`src/rtl/vote_pkg.sv`:
```
// Shared definitions for the vote session controller: state encoding,
// parameter defaults and the timer width.
package vote_pkg;

  typedef enum logic [2:0] {
    ST_IDLE    = 3'd0,
    ST_ARMED   = 3'd1,
    ST_COMMIT  = 3'd2,
    ST_LOCKOUT = 3'd3,
    ST_CLOSED  = 3'd4
  } vote_state_e;

  localparam int NUM_CAND_DEF       = 4;
  localparam int LOCKOUT_CYCLES_DEF = 50000000;   // 1 s at 50 MHz
  localparam int ARM_TIMEOUT_DEF    = 500000000;  // 10 s at 50 MHz
  localparam int CNT_W_DEF          = 10;

  // Wide enough for either timed phase at the default clock rate.
  localparam int TIMER_W = 32;

endpackage

```
`src/rtl/vote_session_controller_if.sv`:
```
// Bundle of officer/voter inputs and controller status outputs.
//
// Signalling: there is no back-pressure on this bus. arm and each
// valid_vote bit are single-cycle pulses sampled on the rising clock edge;
// the controller never stalls them, it either acts on or ignores a pulse
// depending on its state. vote_grant, spoiled and timed_out are single-cycle
// pulses the consumer must accept on the cycle they are high.
interface vote_session_controller_if
  import vote_pkg::*;
#(
  parameter int NUM_CAND = NUM_CAND_DEF,
  parameter int CNT_W    = CNT_W_DEF
);
  logic                arm;
  logic                mode;
  logic [NUM_CAND-1:0] valid_vote;
  logic [NUM_CAND-1:0] vote_grant;
  logic                ballot_armed;
  logic                busy;
  logic                spoiled;
  logic                timed_out;
  logic [CNT_W-1:0]    ballots_cast;
  logic [2:0]          state;

  // Officer / voting-booth side.
  modport master (
    output arm, mode, valid_vote,
    input  vote_grant, ballot_armed, busy, spoiled, timed_out, ballots_cast, state
  );

  // Controller side.
  modport slave (
    input  arm, mode, valid_vote,
    output vote_grant, ballot_armed, busy, spoiled, timed_out, ballots_cast, state
  );
endinterface

```
`src/rtl/session_timer.sv`:
```
// Loadable down-counter with a zero flag. Shared by the arm-timeout and the
// post-commit lockout phases; it parks at zero rather than wrapping.
module session_timer
  import vote_pkg::*;
#(
  parameter int W = TIMER_W
) (
  input  logic         clock,
  input  logic         reset,
  input  logic         load,
  input  logic [W-1:0] load_val,
  input  logic         dec,
  output logic         zero
);
  logic [W-1:0] count_q;

  // Load has priority over decrement; decrement stops at zero.
  always_ff @(posedge clock or posedge reset) begin
    if (reset) begin
      count_q <= '0;
    end else if (load) begin
      count_q <= load_val;
    end else if (dec && (count_q != '0)) begin
      count_q <= count_q - 1'b1;
    end
  end

  assign zero = (count_q == '0);
endmodule

```
`src/rtl/vote_session_controller.sv`:
```
// Ballot session controller: arms one ballot per officer pulse, commits a
// single clean vote as a one-hot grant, rejects multi-candidate attempts,
// expires idle ballots and enforces a lockout after every commit.
module vote_session_controller
  import vote_pkg::*;
#(
  parameter int NUM_CAND       = NUM_CAND_DEF,
  parameter int LOCKOUT_CYCLES = LOCKOUT_CYCLES_DEF,
  parameter int ARM_TIMEOUT    = ARM_TIMEOUT_DEF,
  parameter int CNT_W          = CNT_W_DEF
) (
  input  logic                     clock,
  input  logic                     reset,
  vote_session_controller_if.slave bus
);
  localparam logic [TIMER_W-1:0] ARM_LOAD  = TIMER_W'(ARM_TIMEOUT - 1);
  localparam logic [TIMER_W-1:0] LOCK_LOAD = TIMER_W'(LOCKOUT_CYCLES - 1);

  vote_state_e         state_q, state_d;
  logic [NUM_CAND-1:0] grant_q, grant_d;
  logic                spoil_q, spoil_d;
  logic                tout_q, tout_d;
  logic [CNT_W-1:0]    cast_q;
  logic                cast_inc;
  logic                tmr_load, tmr_dec, tmr_zero;
  logic [TIMER_W-1:0]  tmr_load_val;
  logic                vote_one, vote_multi;

  assign vote_one   = $onehot(bus.valid_vote);
  assign vote_multi = (bus.valid_vote != '0) && !vote_one;

  session_timer #(.W(TIMER_W)) u_timer (
    .clock    (clock),
    .reset    (reset),
    .load     (tmr_load),
    .load_val (tmr_load_val),
    .dec      (tmr_dec),
    .zero     (tmr_zero)
  );

  // State register.
  always_ff @(posedge clock or posedge reset) begin
    if (reset) begin
      state_q <= ST_IDLE;
    end else begin
      state_q <= state_d;
    end
  end

  // Next-state logic; closing the polls (mode=1) overrides everything else.
  always_comb begin
    state_d = state_q;
    case (state_q)
      ST_IDLE: begin
        if (bus.mode)     state_d = ST_CLOSED;
        else if (bus.arm) state_d = ST_ARMED;
      end
      ST_ARMED: begin
        if (bus.mode)          state_d = ST_CLOSED;
        else if (vote_one)     state_d = ST_COMMIT;
        else if (vote_multi)   state_d = ST_ARMED;
        else if (tmr_zero)     state_d = ST_IDLE;
      end
      ST_COMMIT: begin
        state_d = bus.mode ? ST_CLOSED : ST_LOCKOUT;
      end
      ST_LOCKOUT: begin
        if (bus.mode)      state_d = ST_CLOSED;
        else if (tmr_zero) state_d = ST_IDLE;
      end
      ST_CLOSED: begin
        if (!bus.mode) state_d = ST_IDLE;
      end
      default: state_d = ST_IDLE;
    endcase
  end

  // Output/datapath decode: next values of the pulse registers and timer
  // control. A spoiled attempt holds the timer for that cycle.
  always_comb begin
    grant_d      = '0;
    spoil_d      = 1'b0;
    tout_d       = 1'b0;
    cast_inc     = 1'b0;
    tmr_load     = 1'b0;
    tmr_load_val = '0;
    tmr_dec      = 1'b0;
    case (state_q)
      ST_IDLE: begin
        if (!bus.mode && bus.arm) begin
          tmr_load     = 1'b1;
          tmr_load_val = ARM_LOAD;
        end
      end
      ST_ARMED: begin
        if (!bus.mode) begin
          if (vote_one) begin
            grant_d = bus.valid_vote;
          end else if (vote_multi) begin
            spoil_d = 1'b1;
          end else begin
            tmr_dec = 1'b1;
            tout_d  = tmr_zero;
          end
        end
      end
      ST_COMMIT: begin
        cast_inc     = 1'b1;
        tmr_load     = 1'b1;
        tmr_load_val = LOCK_LOAD;
      end
      ST_LOCKOUT: begin
        tmr_dec = 1'b1;
      end
      default: ;
    endcase
  end

  // Registered pulses and the saturating ballot counter.
  always_ff @(posedge clock or posedge reset) begin
    if (reset) begin
      grant_q <= '0;
      spoil_q <= 1'b0;
      tout_q  <= 1'b0;
      cast_q  <= '0;
    end else begin
      grant_q <= grant_d;
      spoil_q <= spoil_d;
      tout_q  <= tout_d;
      if (cast_inc && (cast_q != {CNT_W{1'b1}})) begin
        cast_q <= cast_q + 1'b1;
      end
    end
  end

  assign bus.vote_grant   = grant_q;
  assign bus.spoiled      = spoil_q;
  assign bus.timed_out    = tout_q;
  assign bus.ballots_cast = cast_q;
  assign bus.ballot_armed = (state_q == ST_ARMED);
  assign bus.busy         = (state_q == ST_COMMIT) || (state_q == ST_LOCKOUT);
  assign bus.state        = state_q;
endmodule

```
`src/flat_wrapper.sv`:
```
// flat-port wrapper written by rule: the top's interface ports become plain ports
module vote_session_controller_flat import vote_pkg::*;
#(
  parameter int NUM_CAND       = NUM_CAND_DEF,
  parameter int LOCKOUT_CYCLES = LOCKOUT_CYCLES_DEF,
  parameter int ARM_TIMEOUT    = ARM_TIMEOUT_DEF,
  parameter int CNT_W          = CNT_W_DEF
)
  (clock, reset, bus_arm, bus_mode, bus_valid_vote, bus_vote_grant, bus_ballot_armed, bus_busy, bus_spoiled, bus_timed_out, bus_ballots_cast, bus_state);
  vote_session_controller_if #(.NUM_CAND(NUM_CAND), .CNT_W(CNT_W)) bus_i ();
  input  logic clock;
  input  logic reset;
  input wire logic [$bits(bus_i.arm)-1:0] bus_arm;
  input wire logic [$bits(bus_i.mode)-1:0] bus_mode;
  input wire logic [$bits(bus_i.valid_vote)-1:0] bus_valid_vote;
  output wire logic [$bits(bus_i.vote_grant)-1:0] bus_vote_grant;
  output wire logic [$bits(bus_i.ballot_armed)-1:0] bus_ballot_armed;
  output wire logic [$bits(bus_i.busy)-1:0] bus_busy;
  output wire logic [$bits(bus_i.spoiled)-1:0] bus_spoiled;
  output wire logic [$bits(bus_i.timed_out)-1:0] bus_timed_out;
  output wire logic [$bits(bus_i.ballots_cast)-1:0] bus_ballots_cast;
  output wire logic [$bits(bus_i.state)-1:0] bus_state;
  assign bus_i.arm = bus_arm;
  assign bus_i.mode = bus_mode;
  assign bus_i.valid_vote = bus_valid_vote;
  assign bus_vote_grant = bus_i.vote_grant;
  assign bus_ballot_armed = bus_i.ballot_armed;
  assign bus_busy = bus_i.busy;
  assign bus_spoiled = bus_i.spoiled;
  assign bus_timed_out = bus_i.timed_out;
  assign bus_ballots_cast = bus_i.ballots_cast;
  assign bus_state = bus_i.state;
  vote_session_controller #(.NUM_CAND(NUM_CAND), .LOCKOUT_CYCLES(LOCKOUT_CYCLES), .ARM_TIMEOUT(ARM_TIMEOUT), .CNT_W(CNT_W)) u_core (.clock(clock), .reset(reset), .bus(bus_i));
endmodule
```
`config.mk`:
```
export PLATFORM = sky130hd
export DESIGN_NAME = vote_session_controller_flat
export DESIGN_NICKNAME = d
export VERILOG_FILES = /design/src/rtl/vote_pkg.sv /design/src/rtl/vote_session_controller_if.sv /design/src/rtl/session_timer.sv /design/src/rtl/vote_session_controller.sv /design/src/flat_wrapper.sv
export SDC_FILE = /design/constraint.sdc
export NUM_CORES = 1
export LEC_CHECK = 0
export BUFFER_PORTS_ARGS = -buffer_cell sky130_fd_sc_hd__buf_2
export CAP_MARGIN = 25
export CORE_UTILIZATION = 58
export DETAILED_ROUTE_END_ITERATION = 12
export PLACE_DENSITY = 0.81
export SLEW_MARGIN = 25
export SYNTH_ARGS = -nofsm -noshare
export SYNTH_HDL_FRONTEND = slang
export SYNTH_SLANG_ARGS = --single-unit
```
`constraint.sdc`:
```
create_clock -name clock -period 3.17 [get_ports clock]
set_input_delay 0.4755 -clock clock [delete_from_list [all_inputs] [get_ports clock]]
set_output_delay 0.4755 -clock clock [all_outputs]
set_load 0.005 [all_outputs]
```
==> impl_metrics.yaml <==
placement:
  place_area_um2: 3100
  post-place-ws_ns: -0.155
  numPortBuffers: 28
  gp_congestion: 0.833
  dp.cells: 381
  dp_hpwl_mm: 4.29
synthesis:
  synth-seq-cells: 51
  yosysWarnings: 0
  synth.area.top_cells: "dfrtp_1 45%, xnor2_1 6.2%, nand2_1 3.8%, nor2_1 3.2%, ha_1 3.1%"
  yosys.area.top_type: "dfrtp_1"
  synth_edf_count: 0
  syn_inst: 285
  syn_avg_cell_area_um2: 9.93
  synth_top_flop_cell: "dfrtp_1"
  synth_fp_nets: 301
  synth_seq_area_share: 0.451
  synth.distinct_cells: 55
  synthArstFlopShare: 1.00
  netlist_area_um2: 2830
  yosysTopAreaCellShare: 0.451
clocking:
  holdBufCountCts: 0
  clk_latency_ns: 0.31
  clk_root_buffer_cell: "clkbuf_8"
  cts.reportedPaths.clkPinSlew_ns: 0.10
  cts_tree: "yes"
  clock_path_buffers: 2
  cts_buffers: 5
  h-tree-depth: 2
  cts_sinks: 51
finish:
  final_nets: 337
  final_util: 0.683
  final_layout_size_suffix_gt1_frac: 0.202
  layoutNonFillerInstCount: 389
  fin_area_um2: 3230
  antennaDiodeCount: 0
  final_common_cell: "dfrtp_1"
  syn_to_final_growth_pct: 14.0
  layout_common_cells: "51 x dfrtp_1, 29 x nand2_1, 28 x buf_2, 24 x nor2_1, 20 x xnor2_1"
detailed_routing:
  wl_met2_mm: 2.86
  drtIter0Drc: 158
  wire_per_inst_um: 15.7
  wl_met1_mm: 2.79
  ant_nets: 0
  top_layer_used: "met4"
  remaining_drc_errors: 0
  num_vias: 2321
  wl_met3_um: 333
  via_per_inst: 5.97
  drt-total-wl_mm: 6.10
  dr.pass1.iters: 4
timing:
  worst_slack_ns: 0.245
  min_period_ns: 2.92
  skew_ns: 0.00923
  hold_violations: 0
  min_period_over_period: 0.923
  setup_viol: 0
  tightest_slew_ns: 0.593
  slew_viol_final: 0
  rsz0062_at_grt: "false"
  max_freq_mhz: 342
  maxSlewHeadroom: 0.603
critical_path:
  slowest_stage: "fa_1"
  path_max_fanout: 12
  slowest_delay_ns: 0.50
  path_cells: "buf_2 > inv_1 > ha_1 > ha_1 > fa_1 > nor3b_1 > o41ai_2 > nand2_1 > buf_4 > nor3_1 > nor3b_1 > o22ai_1"
  cp.required_ns: 3.36
  critical_path_class: "in2reg"
  crit_path_start_kind: "primary input"
  cp.arrival_ns: 3.11
  end_kind: "register"
power_and_ir_drop:
  total_power_mw: 1.42
  p_per_area_nw_per_um2: 440
  ir_worst_vdd_v: 0.000230
  p_leak_nw: 1.40
global_routing:
  grt_first_pass_wirelength_mm: 10.3
  globalRouteOverflowTotal: 0
  grt_max_degree: 28
  grt_pass1_vias: 2107
  antenna_found_initial: 0
  grtUsageTotal: 0.262
die:
  ioPinCount: 29
  start_util: 0.599
  die_area_um2: 5170
  core-area_um2: 4720
  die_w_um: 71.9
  die_h_um: 71.9
  rows: 25
run:
  maxCapViolations: 0
hold_path:
  hold_path.class: "in2async"
status:
  status: "complete, no violations"
registers in the layout (all words and copies together) (netlist names):
register and count:
u_core.u_timer.count_q 32, u_core.bus.ballots_cast 10, u_core.bus.timed_out 1, u_core.bus.state 3
u_core.bus.spoiled 1, u_core.bus.vote_grant 4
worst max-delay path: cells and delay by family:
| kind | cells | cell delay (ns) |
|---|---|---|
| fa+ha+maj | 3 | 0.99 |
| simple gates | 4 | 0.81 |
| compound gates | 2 | 0.45 |
| buf+inv | 3 | 0.38 |
synth_stat cells, types with 2 or more instances:
cell type,number
a211oi_1,2
a21oi_1,9
a31oi_1,4
and2_1,2
and4_1,2
clkbuf_1,8
dfrtp_1,51
ha_1,7
inv_1,9
nand2_1,29
nand2b_1,2
nand3_1,10
nand3b_1,2
nand4_1,5
nor2_1,24
nor2b_1,2
nor3_1,11
nor3b_1,2
nor4_1,14
nor4_2,2
nor4_4,4
nor4b_1,2
o211ai_1,2
o21a_1,2
o21ai_0,7
o21ai_1,5
o22ai_1,2
o311ai_0,2
o31ai_1,2
o41ai_1,2
or2_0,2
or3_1,4
or4_1,4
or4_4,2
xnor2_1,20
xor2_1,7
path summary, 6_finish.rpt:
check,startpoint,endpoint,slack (ns),cells past startpoint
worst max-delay path,bus_valid_vote[0],u_core.u_timer.count_q[18],0.25,12
worst min-delay path,reset,u_core.bus.ballots_cast[4],0.21,2
worst max register to register,u_core.u_timer.count_q[8],u_core.u_timer.count_q[28],0.61,6
worst min register to register,u_core.bus.ballots_cast[9],u_core.bus.ballots_cast[9],0.50,1
max in group asynchronous,reset,u_core.u_timer.count_q[30],2.44,3
min in group clock,bus_valid_vote[3],u_core.bus.vote_grant[3],0.42,3
power by group:
| part | internal, mW | switching [mW] |
|---|---|---|
| sequential | 0.698 | 0.0661 |
| combinational | 0.0918 | 0.102 |
| clock | 0.238 | 0.225 |
| total | 1.03 | 0.393 |
area by class of cell:
cell class	instances	area, µm²
clock inverter	3	46.3
sequential	51	1280
fill	372	1500
inverter	9	33.8
tap	67	83.8
timing repair buffer	39	235
multi-input combinational	215	1480
clock buffer	5	68.8
layer usage:
metal | GRT usage | up-vias
met1 | 0.358 | 1121
met3 | 0.0549 | 12
li1 | - | 1110
met2 | 0.409 | 78
met5 | 0 | -
met4 | 0.107 | 0
metrics by stage:
step / hold slack (ns) / TNS (ns)
5_1_grt: 0.252 / 0
2_1_floorplan: 0.478 / 0
6_report: 0.205 / 0
4_1_cts: 0.222 / 0
3_5_place_dp: 0.486 / -0.834
3_3_place_gp: 0.481 / -0.0691
what timing repair did:
item                       CTS  global route
setup endpoints to repair    0             3
buffers inserted             0             0
gates resized for setup      0             1
cell families (layout without fill, tap and decap cells):
kind of cell / count (synthesis) / in the layout / share of synthesized area
AND/OR/NAND/NOR: 132 / 132 / 0.284
flip-flops: 51 / 51 / 0.451
AO/OA/AOI/OAI: 47 / 47 / 0.112
XOR/XNOR: 27 / 27 / 0.0835
buffers and inverters: 19 / 56 / 0.0283
adder cells (fa/ha/maj): 8 / 8 / 0.0380
multiplexers: 1 / 1 / 0.00398
Power figures use the tool's default switching activity.
